$ cat config.mk
export PLATFORM = sky130hd
export DESIGN_NAME = countdown_timer
export DESIGN_NICKNAME = d
export VERILOG_FILES = /design/src/rtl/countdown_timer_pkg.sv /design/src/rtl/countdown_timer_tick_gen.sv /design/src/rtl/countdown_timer.sv
export SDC_FILE = /design/constraint.sdc
export NUM_CORES = 1
export LEC_CHECK = 0
export ABC_CLOCK_PERIOD_IN_PS = 2440
export BUFFER_PORTS_ARGS = -buffer_cell sky130_fd_sc_hd__buf_2
export CAP_MARGIN = 20
export CORE_UTILIZATION = 40
export CTS_CLUSTER_DIAMETER = 120
export DETAILED_ROUTE_END_ITERATION = 16
export GPL_ROUTABILITY_DRIVEN = 0
export PLACE_DENSITY = 0.63
export SYNTH_ARGS = -nofsm -noshare
export SYNTH_HDL_FRONTEND = slang
export SYNTH_SLANG_ARGS = --single-unit
$ cat constraint.sdc
create_clock -name clk -period 2.44 [get_ports clk]
set_input_delay 0.366 -clock clk [delete_from_list [all_inputs] [get_ports clk]]
set_output_delay 0.366 -clock clk [all_outputs]
set_load 0.03 [all_outputs]
$ cat src/rtl/countdown_timer_pkg.sv
// countdown_timer_pkg: shared state encoding and default step period for the countdown timer
package countdown_timer_pkg;
  typedef enum logic [1:0] {
    ST_IDLE   = 2'd0,
    ST_RUN    = 2'd1,
    ST_PAUSED = 2'd2,
    ST_DONE   = 2'd3
  } state_t;
  localparam int DEF_DIV_COUNT = 12000000;
endpackage

$ cat src/rtl/countdown_timer_tick_gen.sv
// tick_gen: prescaler producing a one-cycle enable strobe every DIV_COUNT enabled cycles
module tick_gen
  import countdown_timer_pkg::*;
#(
  parameter int DIV_COUNT = DEF_DIV_COUNT
) (
  input  logic clk,
  input  logic rst,
  input  logic en,
  input  logic clr,
  output logic tick
);
  localparam int PW = $clog2(DIV_COUNT);
  logic [PW-1:0] cnt;
  assign tick = en && (cnt == PW'(DIV_COUNT - 1));
  always_ff @(posedge clk) begin
    if (rst || clr) cnt <= '0;
    else if (en) cnt <= tick ? '0 : cnt + 1'b1;
  end
endmodule

$ cat src/rtl/countdown_timer.sv
// countdown_timer: loadable down-counter stepping once per DIV_COUNT cycles, raising done at zero
module countdown_timer
  import countdown_timer_pkg::*;
#(
  parameter int DIV_COUNT = DEF_DIV_COUNT,
  parameter int WIDTH     = 4
) (
  input  logic             clk,
  input  logic             rst,
  input  logic             load,
  input  logic [WIDTH-1:0] load_val,
  input  logic             start,
  input  logic             pause,
  output logic [WIDTH-1:0] led,
  output logic             running,
  output logic             expired,
  output logic             done
);
  state_t state;
  logic   is_run, en, clr, tick;
  assign is_run  = state == ST_RUN;
  assign running = is_run;
  assign expired = state == ST_DONE;
  // A pause in RUN freezes the prescaler on that very cycle; start from IDLE restarts it.
  assign en  = is_run && !pause;
  assign clr = (load && !is_run) || (start && state == ST_IDLE);
  tick_gen #(.DIV_COUNT(DIV_COUNT)) u_tick (
    .clk (clk),
    .rst (rst),
    .en  (en),
    .clr (clr),
    .tick(tick)
  );
  always_ff @(posedge clk) begin
    if (rst) begin
      state <= ST_IDLE;
      led   <= '0;
      done  <= 1'b0;
    end else begin
      done <= 1'b0;
      if (load && !is_run) begin
        led   <= load_val;
        state <= ST_IDLE;
      end else if (pause && is_run) begin
        state <= ST_PAUSED;
      end else if (start && state == ST_IDLE) begin
        state <= (led != '0) ? ST_RUN : ST_DONE;
        done  <= led == '0;
      end else if (start && state == ST_PAUSED) begin
        state <= ST_RUN;
      end else if (tick) begin
        led <= led - 1'b1;
        if (led == WIDTH'(1)) begin
          state <= ST_DONE;
          done  <= 1'b1;
        end
      end
    end
  end
endmodule
==> qor.yml <==
outcome: "finished, final reports clean"
grt_max_degree: 25
dr.pass1.iters: 4
crit_top_cell: "or4_1"
multi_input_area_sq_um: 1076
syn_to_final_growth_pct: 13.49
cts_root_buf: "clkbuf_8"
clkPwrFrac: 0.398
drv_cap: 0
cp-start-kind: "flip-flop"
die_w_um: 68.72
synth.avg_cell_area_sq_um: 8.398
gr-total-overflow: 0
post_drt_wl_per_cell_um: 15.12
vias_per_cell: 5.811
synth_top_area_frac: 0.3486
cts.hold.buffers_added: 0
start_util: 0.4296
cp_top_family: "simple AND/OR/NAND/NOR gates"
synthCells: 212
synth_edf_count: 0
clk_pin_slew_ns: 0.06
combPwrFrac: 0.090
cp_max_fo: 7
end_kind: "flip-flop"
htreeDepth: 2
io_buffers: 15
power.switching_w: 0.0002554
fin_crit_sh: 0.9040
crit_arrival_ns: 2.40
finalWirelength_um: 4234
synth_adder_area_share: 0.02108
rsz0062_at_grt: "false"
fillers: 421
std_cell_rows: 23
cts.sinks: 31
setup_viol_count_final: 0
seqCellArea_sq_um: 620.6
critPathSlowestCell: "or4_1"
cpPeakStageDelay_ns: 0.64
critPathKind: "reg -> reg"
yosysTopAreaCell: "dfxtp_1"
swShare: 0.2494
synth_most_common_cell: "dfxtp_1"
clk-insertion-delay-late_ns: 0.29
core_sq_um: 4144
die_h_um: 68.72
netlist_area_sq_um: 1780
drc: 0
synthArstFlopShare: 0
p_int_w: 0.0007690
worstPathRequired_ns: 2.63
synth-seq-cells: 31
detail-route-antenna-nets: 0
grt_pass1_vias: 1421
synth_xor_xnor_area_share: 0.05411
diodes: 0
power.total_w: 0.001024
leakage_nw: 0.6458
num_vias: 1627
synth_compound_area_frac: 0.1708
drtIter0Drc: 105
post-cts-setup-buffers: 0
yosysSeqAreaShare: 0.3486
fmax_ghz: 0.4534
grt_usage: 0.2040
power_density_nw_per_um2: 507.0
nets: 242
yosysUniqueCellTypes: 42
post-route-util: 0.4876
seq_power_share: 0.512
relSlewSlack: 0.6486
hold_path_class: "in -> reg"
grt_pass1_wl_um: 6844
cts_tree: "built"
synth.top_cells.by_count: "31 x dfxtp_1, 17 x nor3_1, 15 x nand2_1"
synth_area_leaders: "dfxtp_1 35%, nor3_1 4.8%, a211oi_1 4.6%"
antenna_found_initial: 0
final_max_slew_viol_count: 0
layout_min_cycle_time_ns: 2.206
drive_above_1_share: 0.1435
die_area_sq_um: 4722
path_cells: "ha_1 -> nand2_1 -> or4_1 -> or4_1 -> a311oi_1"
cp_num_buf_inv: 0
synth_nets: 224
cts_buffer_depth: 2
skew_ns: 0.008630
worst_pin_slew_ns: 0.5222
synth_mux_area_frac: 0.005622
cts-buffers-inserted: 5
tns_ns: 0
dpl.hpwl_um: 3100
post_cts_resized: 0
synth_top_family_by_area: "simple AND/OR/NAND/NOR gates"
num_io_pins: 16
synth_flop_cell: "dfxtp_1"
irDropWorstVdd_uv: 273.3
yosys_warnings: 0
finalHoldViolCount: 0
yosys.area_share.simple: 0.3528
==> per-layer routing <==
metal,up-vias,track usage,part of all wire
met5,-,0,0
met4,0,0.06122,0.0057
met3,2,0.06414,0.022
met1,749,0.2913,0.55
li1,860,-,-
met2,16,0.2892,0.42
==> sequential cells by signal, summed over array words and instances, names as in the netlist <==
signal / flops
state: 2
led: 4
u_tick.cnt: 24
done: 1
==> final cells by class <==
type / instances / area share
multi-input combinational: 161 / 0.5325
sequential: 31 / 0.3071
timing repair buffer: 22 / 0.06935
clock buffer: 6 / 0.04087
tap: 50 / 0.03096
inverter: 9 / 0.01672
clock inverter: 1 / 0.002477
==> cells by family after synthesis <==
group                      count (synthesis)
buffers and inverters                     20
adders and majority gates                  3
xor gates and xnor gates                  11
AOI/OAI and AO/OA                         43
DFF                                       31
and+or+nand+nor                          103
muxes                                      1
==> cell usage in the layout, fill, tap and decap left out, drive strengths merged, types with 7 or more instances in the layout <==
cell and count:
dfxtp 31, buf 22, nor3 17, nand2 15
nand4 11, a211oi 11, nand3 10, or4 10
inv 9, o31ai 8, and4 7, nor2 7
==> metrics by stage <==
stage	hold WS (ns)	std cells	setup WS, ns	area (sq um)
6_report	0.3389	280	0.2342	2021
2_1_floorplan	0.4381	212	0.2789	1780
4_1_cts	0.3408	280	0.2293	2021
3_3_place_gp	0.4883	273	0.1891	1933
3_5_place_dp	0.4975	273	0.1662	1933
5_1_grt	0.3398	280	0.1291	2021
==> path summary, 6_finish.rpt <==
check	startpoint	end	slack [ns]	cells past startpoint
max	u_tick.cnt[1]$_SDFFE_PP0P_	led[3]$_SDFFE_PP0P_	0.23	5
min	rst	led[3]$_SDFFE_PP0P_	0.34	2
max reg2reg	u_tick.cnt[1]$_SDFFE_PP0P_	led[3]$_SDFFE_PP0P_	0.23	5
min reg2reg	u_tick.cnt[1]$_SDFFE_PP0P_	u_tick.cnt[1]$_SDFFE_PP0P_	0.51	2
==> power groups by stage <==
| stage | combinational (W) | sequential, W | clock [W] |
|---|---|---|---|
| after floorplan | 0.0000538 | 0.000544 | 0 |
| after global placement | 0.0000913 | 0.000535 | 0 |
| after detailed placement | 0.0000922 | 0.000536 | 0 |
| after CTS | 0.0000928 | 0.000524 | 0.000418 |
| after global routing | 0.000102 | 0.000526 | 0.000441 |
| final | 0.0000919 | 0.000524 | 0.000408 |
Power figures use the tool's default switching activity.
